<file path="src/rtl/hazard_stall_controller_if.sv">
// ============================================================================
// Module      : hazard_stall_controller_if
// Description : Pipeline-control bundle between the 5-stage datapath and the
//               hazard/stall controller. The datapath side uses the master
//               modport and the controller uses the slave modport.
// Revision    : 1.0 - initial release
// ============================================================================
`default_nettype none

interface hazard_stall_controller_if;
  // Hazard-detection inputs coming from the ID and EX stages
  logic [4:0]  IDRS;
  logic [4:0]  IDRT;
  logic        IDUsesRT;
  logic [4:0]  EXRT;
  logic        EXMemRead;
  logic        EXMulDiv;
  logic        BranchTaken;

  // Pipeline-control outputs produced by the controller
  logic        PCWrite;
  logic        IFIDWrite;
  logic        IDEXWrite;
  logic        IFIDFlush;
  logic        IDEXFlush;
  logic        EXMEMBubble;
  logic        MulDivBusy;
  logic        MulDivDone;
  logic [31:0] StallCycles;

  modport master (
    output IDRS, IDRT, IDUsesRT, EXRT, EXMemRead, EXMulDiv, BranchTaken,
    input  PCWrite, IFIDWrite, IDEXWrite, IFIDFlush, IDEXFlush,
           EXMEMBubble, MulDivBusy, MulDivDone, StallCycles
  );

  modport slave (
    input  IDRS, IDRT, IDUsesRT, EXRT, EXMemRead, EXMulDiv, BranchTaken,
    output PCWrite, IFIDWrite, IDEXWrite, IFIDFlush, IDEXFlush,
           EXMEMBubble, MulDivBusy, MulDivDone, StallCycles
  );
endinterface

`default_nettype wire

</file>
<file path="src/rtl/hazard_stall_controller.sv">
// ============================================================================
// Module      : hazard_stall_controller
// Description : Pipeline sequencing controller. Inserts a one-cycle bubble on
//               load-use hazards, freezes the front end while a multi-cycle
//               mul/div occupies EX, and flushes IF/ID and ID/EX on a taken
//               branch resolved in EX.
//               Optional macro HAZ_PERF_CNT_EN builds a saturating 32-bit
//               stall-cycle counter on StallCycles; otherwise it reads 0.
// Revision    : 1.0 - initial release
// ============================================================================
`default_nettype none

module hazard_stall_controller #(
  parameter int MULDIV_LAT = 4,  // total EX occupancy of a mul/div op (2..16)
  parameter int CNT_W      = 4   // width of the busy countdown counter
) (
  input  wire logic                 clk_i,
  input  wire logic                 rst_i,  // asynchronous, active-low
  hazard_stall_controller_if.slave  bus
);

  // Configuration sanity: the first EX cycle is handled in IDLE, so at least
  // one BUSY cycle must follow, and the reload value must fit the counter.
  if (MULDIV_LAT < 2) begin : g_bad_lat
    $error("hazard_stall_controller: MULDIV_LAT must be >= 2");
  end
  if ((MULDIV_LAT - 2) >= (2 ** CNT_W)) begin : g_bad_cnt_w
    $error("hazard_stall_controller: CNT_W too narrow for MULDIV_LAT");
  end

  typedef enum logic [0:0] {
    ST_IDLE = 1'b0,
    ST_BUSY = 1'b1
  } state_t;

  // Countdown reload: the IDLE cycle plus MULDIV_LAT-1 BUSY cycles, with the
  // last BUSY cycle at count zero.
  localparam logic [CNT_W-1:0] c_lat_load = CNT_W'(MULDIV_LAT - 2);

  state_t           state_q, state_d;
  logic [CNT_W-1:0] cnt_q, cnt_d;
  logic             load_use;

  // Load in EX writes a register the ID instruction reads; $zero is exempt.
  assign load_use = bus.EXMemRead && (bus.EXRT != 5'd0) &&
                    ((bus.EXRT == bus.IDRS) ||
                     (bus.IDUsesRT && (bus.EXRT == bus.IDRT)));

  // State and busy countdown registers; reset aborts any op in flight.
  always_ff @(posedge clk_i or negedge rst_i) begin
    if (!rst_i) begin
      state_q <= ST_IDLE;
      cnt_q   <= '0;
    end else begin
      state_q <= state_d;
      cnt_q   <= cnt_d;
    end
  end

  // Next-state logic and prioritised freeze/flush outputs.
  always_comb begin
    state_d         = state_q;
    cnt_d           = cnt_q;
    bus.PCWrite     = 1'b1;
    bus.IFIDWrite   = 1'b1;
    bus.IDEXWrite   = 1'b1;
    bus.IFIDFlush   = 1'b0;
    bus.IDEXFlush   = 1'b0;
    bus.EXMEMBubble = 1'b0;
    bus.MulDivBusy  = 1'b0;
    bus.MulDivDone  = 1'b0;

    if (state_q == ST_BUSY) begin
      // EX is held, so branch and load-use indications are stale and ignored.
      bus.PCWrite     = 1'b0;
      bus.IFIDWrite   = 1'b0;
      bus.IDEXWrite   = 1'b0;
      bus.EXMEMBubble = 1'b1;
      bus.MulDivBusy  = 1'b1;
      if (cnt_q == '0) begin
        bus.MulDivDone = 1'b1;
        state_d        = ST_IDLE;
      end else begin
        cnt_d = cnt_q - 1'b1;
      end
    end else if (bus.EXMulDiv) begin
      // First EX cycle of the op: freeze now, report busy from next cycle.
      bus.PCWrite     = 1'b0;
      bus.IFIDWrite   = 1'b0;
      bus.IDEXWrite   = 1'b0;
      bus.EXMEMBubble = 1'b1;
      state_d         = ST_BUSY;
      cnt_d           = c_lat_load;
    end else if (bus.BranchTaken) begin
      // Redirect wins over load-use: the dependent instruction is squashed.
      bus.IFIDFlush = 1'b1;
      bus.IDEXFlush = 1'b1;
    end else if (load_use) begin
      bus.PCWrite   = 1'b0;
      bus.IFIDWrite = 1'b0;
      bus.IDEXFlush = 1'b1;
    end

    // While reset is held the pipeline sees the idle control pattern.
    if (!rst_i) begin
      bus.PCWrite     = 1'b1;
      bus.IFIDWrite   = 1'b1;
      bus.IDEXWrite   = 1'b1;
      bus.IFIDFlush   = 1'b0;
      bus.IDEXFlush   = 1'b0;
      bus.EXMEMBubble = 1'b0;
      bus.MulDivBusy  = 1'b0;
      bus.MulDivDone  = 1'b0;
    end
  end

`ifdef HAZ_PERF_CNT_EN
  logic [31:0] stall_cnt_q;

  // Saturating count of cycles in which the PC is held.
  always_ff @(posedge clk_i or negedge rst_i) begin
    if (!rst_i) begin
      stall_cnt_q <= '0;
    end else if (!bus.PCWrite && (stall_cnt_q != 32'hFFFF_FFFF)) begin
      stall_cnt_q <= stall_cnt_q + 32'd1;
    end
  end

  assign bus.StallCycles = stall_cnt_q;
`else
  assign bus.StallCycles = 32'd0;
`endif

endmodule

`default_nettype wire

</file>
<file path="src/flat_wrapper.sv">
// flat-port wrapper written by rule: the top's interface ports become plain ports
module hazard_stall_controller_flat 
#(
  parameter int MULDIV_LAT = 4,                                               
  parameter int CNT_W      = 4                                         
)
  (clk_i, rst_i, bus_IDRS, bus_IDRT, bus_IDUsesRT, bus_EXRT, bus_EXMemRead, bus_EXMulDiv, bus_BranchTaken, bus_PCWrite, bus_IFIDWrite, bus_IDEXWrite, bus_IFIDFlush, bus_IDEXFlush, bus_EXMEMBubble, bus_MulDivBusy, bus_MulDivDone, bus_StallCycles);
  hazard_stall_controller_if bus_i ();
  input  wire logic clk_i;
  input  wire logic rst_i;
  input wire logic [$bits(bus_i.IDRS)-1:0] bus_IDRS;
  input wire logic [$bits(bus_i.IDRT)-1:0] bus_IDRT;
  input wire logic [$bits(bus_i.IDUsesRT)-1:0] bus_IDUsesRT;
  input wire logic [$bits(bus_i.EXRT)-1:0] bus_EXRT;
  input wire logic [$bits(bus_i.EXMemRead)-1:0] bus_EXMemRead;
  input wire logic [$bits(bus_i.EXMulDiv)-1:0] bus_EXMulDiv;
  input wire logic [$bits(bus_i.BranchTaken)-1:0] bus_BranchTaken;
  output wire logic [$bits(bus_i.PCWrite)-1:0] bus_PCWrite;
  output wire logic [$bits(bus_i.IFIDWrite)-1:0] bus_IFIDWrite;
  output wire logic [$bits(bus_i.IDEXWrite)-1:0] bus_IDEXWrite;
  output wire logic [$bits(bus_i.IFIDFlush)-1:0] bus_IFIDFlush;
  output wire logic [$bits(bus_i.IDEXFlush)-1:0] bus_IDEXFlush;
  output wire logic [$bits(bus_i.EXMEMBubble)-1:0] bus_EXMEMBubble;
  output wire logic [$bits(bus_i.MulDivBusy)-1:0] bus_MulDivBusy;
  output wire logic [$bits(bus_i.MulDivDone)-1:0] bus_MulDivDone;
  output wire logic [$bits(bus_i.StallCycles)-1:0] bus_StallCycles;
  assign bus_i.IDRS = bus_IDRS;
  assign bus_i.IDRT = bus_IDRT;
  assign bus_i.IDUsesRT = bus_IDUsesRT;
  assign bus_i.EXRT = bus_EXRT;
  assign bus_i.EXMemRead = bus_EXMemRead;
  assign bus_i.EXMulDiv = bus_EXMulDiv;
  assign bus_i.BranchTaken = bus_BranchTaken;
  assign bus_PCWrite = bus_i.PCWrite;
  assign bus_IFIDWrite = bus_i.IFIDWrite;
  assign bus_IDEXWrite = bus_i.IDEXWrite;
  assign bus_IFIDFlush = bus_i.IFIDFlush;
  assign bus_IDEXFlush = bus_i.IDEXFlush;
  assign bus_EXMEMBubble = bus_i.EXMEMBubble;
  assign bus_MulDivBusy = bus_i.MulDivBusy;
  assign bus_MulDivDone = bus_i.MulDivDone;
  assign bus_StallCycles = bus_i.StallCycles;
  hazard_stall_controller #(.MULDIV_LAT(MULDIV_LAT), .CNT_W(CNT_W)) u_core (.clk_i(clk_i), .rst_i(rst_i), .bus(bus_i));
endmodule
</file>
<file path="config.mk">
export PLATFORM = sky130hd
export DESIGN_NAME = hazard_stall_controller_flat
export DESIGN_NICKNAME = d
export VERILOG_FILES = /design/src/rtl/hazard_stall_controller_if.sv /design/src/rtl/hazard_stall_controller.sv /design/src/flat_wrapper.sv
export SDC_FILE = /design/constraint.sdc
export NUM_CORES = 1
export LEC_CHECK = 0
export ABC_AREA = 1
export CAP_MARGIN = 15
export CORE_UTILIZATION = 45
export DETAILED_ROUTE_END_ITERATION = 12
export DONT_BUFFER_PORTS = 1
export PLACE_DENSITY = 0.65
export SLEW_MARGIN = 5
export SYNTH_ARGS = -nofsm -noshare
export SYNTH_HDL_FRONTEND = slang
export SYNTH_SLANG_ARGS = --single-unit
</file>
<file path="constraint.sdc">
create_clock -name clk_i -period 1.8 [get_ports clk_i]
set_clock_uncertainty 0.2 [all_clocks]
set_input_delay 0.36 -clock clk_i [delete_from_list [all_inputs] [get_ports clk_i]]
set_output_delay 0.36 -clock clk_i [all_outputs]
set_load 0.05 [all_outputs]
</file>
# Word level (Yosys, flattened, before mapping)
# Cells that the tools add are included.
dict set report classes {
  addsub 1
  n_eq_ne 3
  n_mux 30
  n_reduce_logical 8
}
# cell n
set ops {}
lappend ops {{1-bit 2-to-1 mux} 27}
lappend ops {{4-bit 2-to-1 mux} 3}
lappend ops {{5-bit == test} 2}
lappend ops {{5-bit nonzero test} 1}
lappend ops {{4-bit logical NOT} 1}
lappend ops {{4-bit by 1-bit subtractor with 4-bit output, second input constant} 1}
lappend ops {{1-bit logical AND} 3}
lappend ops {{2-bit != test, second input constant} 1}
lappend ops {{2-bit AND reduction} 1}
lappend ops {{2-bit nonzero test} 1}
lappend ops {{1-bit logical OR} 1}
dict set report word_totals {
  reg_bits 5
  input_bits 21
}

# Depth between registers and ports, before layout
dict set report logic_depth {
  word_depth 9
  mapped_depth 10
  depth_no_buf 9
}

# Least setup slack after synthesis
# Ideal clock, no wire load.
dict set report synth_path {
  path_type {flip-flop to output port}
  start {reg u_core.state_q}
  end {out bus_PCWrite}
  t_arrival_ns 2.323
  required_ns 1.240
  setup_slack_ns -1.083
  stages_incl_launch_ff 7
  path_buffers 1
  path_cell_list {dfrtp_1 > nor2_1 > nor2_1 > inv_1 > nand2_1 > inv_1 > buf_4}
}
dict set report synth_via {
  elab_chain_cells 2
}
# element line
set synth_lines {}
lappend synth_lines {{start, declared} hazard_stall_controller.sv:40} ;# state_t state_q, state_d;
lappend synth_lines {{start signal, assigned} hazard_stall_controller.sv:55} ;# state_q <= state_d;
lappend synth_lines {{1-bit 2-to-1 mux (2 in series)} -}
lappend synth_lines {{end, declared} flat_wrapper.sv:18} ;# output wire logic [$bits(bus_i.PCWrite)-1:0] bus_PCWrite;
# Every way passes these cells.

# Worst setup path after layout
dict set report layout_path {
  start {reg u_core.cnt_q[1]}
  end {out bus_MulDivDone}
}
dict set report layout_via {
  elab_chain_cells 4
}
# element line
set layout_lines {}
lappend layout_lines {{start, declared} hazard_stall_controller.sv:41} ;# logic [CNT_W-1:0] cnt_q, cnt_d;
lappend layout_lines {{start signal, assigned} hazard_stall_controller.sv:56} ;# cnt_q <= cnt_d;
lappend layout_lines {{4-bit logical NOT} hazard_stall_controller.sv:80} ;# if (cnt_q == '0) begin
lappend layout_lines {{1-bit 2-to-1 mux} hazard_stall_controller.sv:80}
lappend layout_lines {{1-bit 2-to-1 mux} hazard_stall_controller.sv:73} ;# if (state_q == ST_BUSY) begin
lappend layout_lines {{1-bit 2-to-1 mux} hazard_stall_controller.sv:105} ;# if (!rst_i) begin
lappend layout_lines {{end, declared} flat_wrapper.sv:25} ;# output wire logic [$bits(bus_i.MulDivDone)-1:0] bus_MulDivDone;
# Every way passes these cells.

==> metrics.txt <==
run status=complete, but fails checks; failing checks=DRC; pin count of the biggest net entering global routing=7; fmax=between 500 and 600 MHz; pre-CTS setup slack=between 0.07 and 0.08 ns; placed cells=150; DRC=5; FP Rows=14; vias in the first global route=slightly below 600; # IOs=61; #FFs+latches synth=5; Slew Limit Fails=0; Clk pin slew, worst setup/hold paths=~0.05 ns; gr usage total=0.1543; Util after Layout=0.6212; hold_sp=bus_EXMulDiv; Fillers=129; Post-layout nets=166; antenna viol nets, final=0; final setup vio count=0; Die X=43.62 µm; die height=about 44 µm; sequential share of the synthesized area=0.1605; worst-path maximum fanout=2; reg2reg start=u_core.cnt_q[1]$_DFFE_PN0P_; total number of vias=691; Finished Layout Cells=159; Total Wirelength=1.401 mm; max capacitance violation total=0; Critical Path Sink Type=output port; Leakage=0.0005435 µW; Die ar.=1903 µm²; WS Path Type=reg -> out; initial core utilization=0.5000; CTS Buf Count=3; PwrDens=between 1000 and 1500 nW/µm²; hold depth=2; Cell Area, Synth=about 780 µm²; WL/cell=8.811 µm; DP HPWL=between 1 and 1.5 mm; initial antenna violation count=0; htree depth=1; Root Buffer=clkbuf_4; Area growth, synth to finish=24.24%; Hold EP=u_core.state_q$_DFF_PN0_; CP Launch Type=flop; Req. time, crit path=about 1.2 ns; YS warnings=0; share of layout cells above drive strength 1=0.3497; min Tclk post-route=1.743 ns; grt ovf=0; Detailed Routing Iterations Pass 1=8; most common cell after layout, fill and taps aside=conb_1; Gate Count Post-Synth=128; port bufs=0; WP data arrival=1.18 ns; Starting DRT DRC Count=14; core region area=1559 µm²; Via density=4.346; post-route setup slack=around 0.057 ns; Ant. Diodes=0; CTS sink count=5; clk buf depth=2; VDD IR max=0.0007268 V; HP Class=in -> reg; FF-to-FF path depth=8; Syn Area/Cell=6.090 µm²; Clk Latency, worst-skew pair=0.24 ns; commonest cells after routing, fill and taps aside=conb_1 (32), nand2_1 (25), inv_1 (13); Hold Fails Final Rpt=0; Netlist cell types=20; GP Congestion=0.8202; R2R setup slack=roughly 0.31 ns; global-route wire length before repair=2.208 mm; final period utilization=0.9683; reg-to-reg endpoint=u_core.cnt_q[1]$_DFFE_PN0P_; CTS tree=yes
cells by family after synthesis:
| kind of cell | Yosys count | synth area share |
|---|---|---|
| AOI/OAI and AO/OA | 7 | 0.06742 |
| xor gates and xnor gates | 3 | 0.03371 |
| adders and majority gates | 1 | 0.01605 |
| buffers and inverters | 57 | 0.4366 |
| DFF | 5 | 0.1605 |
| other | 1 | 0.004811 |
| and+or+nand+nor | 54 | 0.2809 |
power breakdown:
part / switching [µW] / total, µW / internal, µW
combinational: 492 / 764 / 272
sequential: 41.7 / 208 / 167
clock: 44.8 / 129 / 83.8
total: 579 / 1100 / 522
critical path, cell delays in order (launching register included):
cell and delay (ns):
dfrtp_1 0.38, inv_1 0.09, ha_4 0.14, nand3_4 0.07, nor2_4 0.11, buf_12 0.14
state kept, by name, indices dropped and copies added (netlist names):
register        flops
u_core.cnt_q        4
u_core.state_q      1
layer usage:
metal / track usage / vias to the layer above / wire [µm] / share of wire
met5: 0 / - / 0 / 0
met4: 0.07500 / 0 / 7 / 0.0050
met3: 0.01667 / 2 / 143 / 0.10
met2: 0.3075 / 46 / 726 / 0.52
met1: 0.1538 / 296 / 523 / 0.37
li1: - / 347 / - / -
worst max-delay path by stage:
stage | startpoint | to | slack, ns
finish | u_core.cnt_q[1]$_DFFE_PN0P_ | bus_MulDivDone | 0.06
CTS | u_core.cnt_q[1]$_DFFE_PN0P_ | bus_MulDivDone | -0.004
detailed placement | bus_EXRT[2] | bus_IFIDWrite | 0.07
floorplan | u_core.state_q$_DFF_PN0_ | bus_PCWrite | -0.60
global route | u_core.cnt_q[2]$_DFFE_PN0P_ | bus_MulDivDone | -0.04
global placement | bus_EXRT[2] | bus_IFIDWrite | 0.09
cell type report:
class / instances / area, µm² / area share
Inverter: 24 / 118.9 / 0.1227
Clock buffer: 4 / 26.28 / 0.02713
Multi-Input combinational cell: 97 / 528.0 / 0.5452
Timing Repair Buffer: 13 / 150.1 / 0.1550
Tap cell: 16 / 20.02 / 0.02067
Sequential cell: 5 / 125.1 / 0.1292
per-stage QoR:
stage	area [µm²]	hold slack, ns	total power, µW	setup TNS, ns
CTS	872.1	0.1100	1014	-0.003650
global placement	798.3	-0.1355	800.9	0
floorplan	915.9	-0.1356	746.2	-0.9273
detailed placement	798.3	-0.1355	815.3	0
global route	968.4	0.1360	1192	-0.03856
finish	968.4	0.1339	1100	0
Yosys cell counts:
master   number  area share
nor2_2        1      0.0080
ha_1          1       0.016
o21ai_2       2       0.022
nand3_1       4       0.026
xor2_1        1       0.011
a21oi_2       1       0.011
inv_2         2      0.0096
nand4_1       1      0.0080
nand2_1      34        0.16
o21ai_0       1      0.0064
nand3_2       1       0.013
xnor2_1       2       0.022
inv_1        21        0.10
dfrtp_1       5        0.16
conb_1        1      0.0048
buf_4        33        0.32
nor2_1       13       0.063
o31ai_1       2       0.019
a31oi_1       1      0.0080
inv_4         1      0.0080
what timing repair did:
action	CTS	global route
gates cloned	0	0
buffers inserted	3	1
pin swaps	3	24
setup endpoints to repair	5	5
endpoints found under the hold margin	5	0
hold buffers	1	0
gates resized for setup	5	34
(Power assumes the default switching activity.)
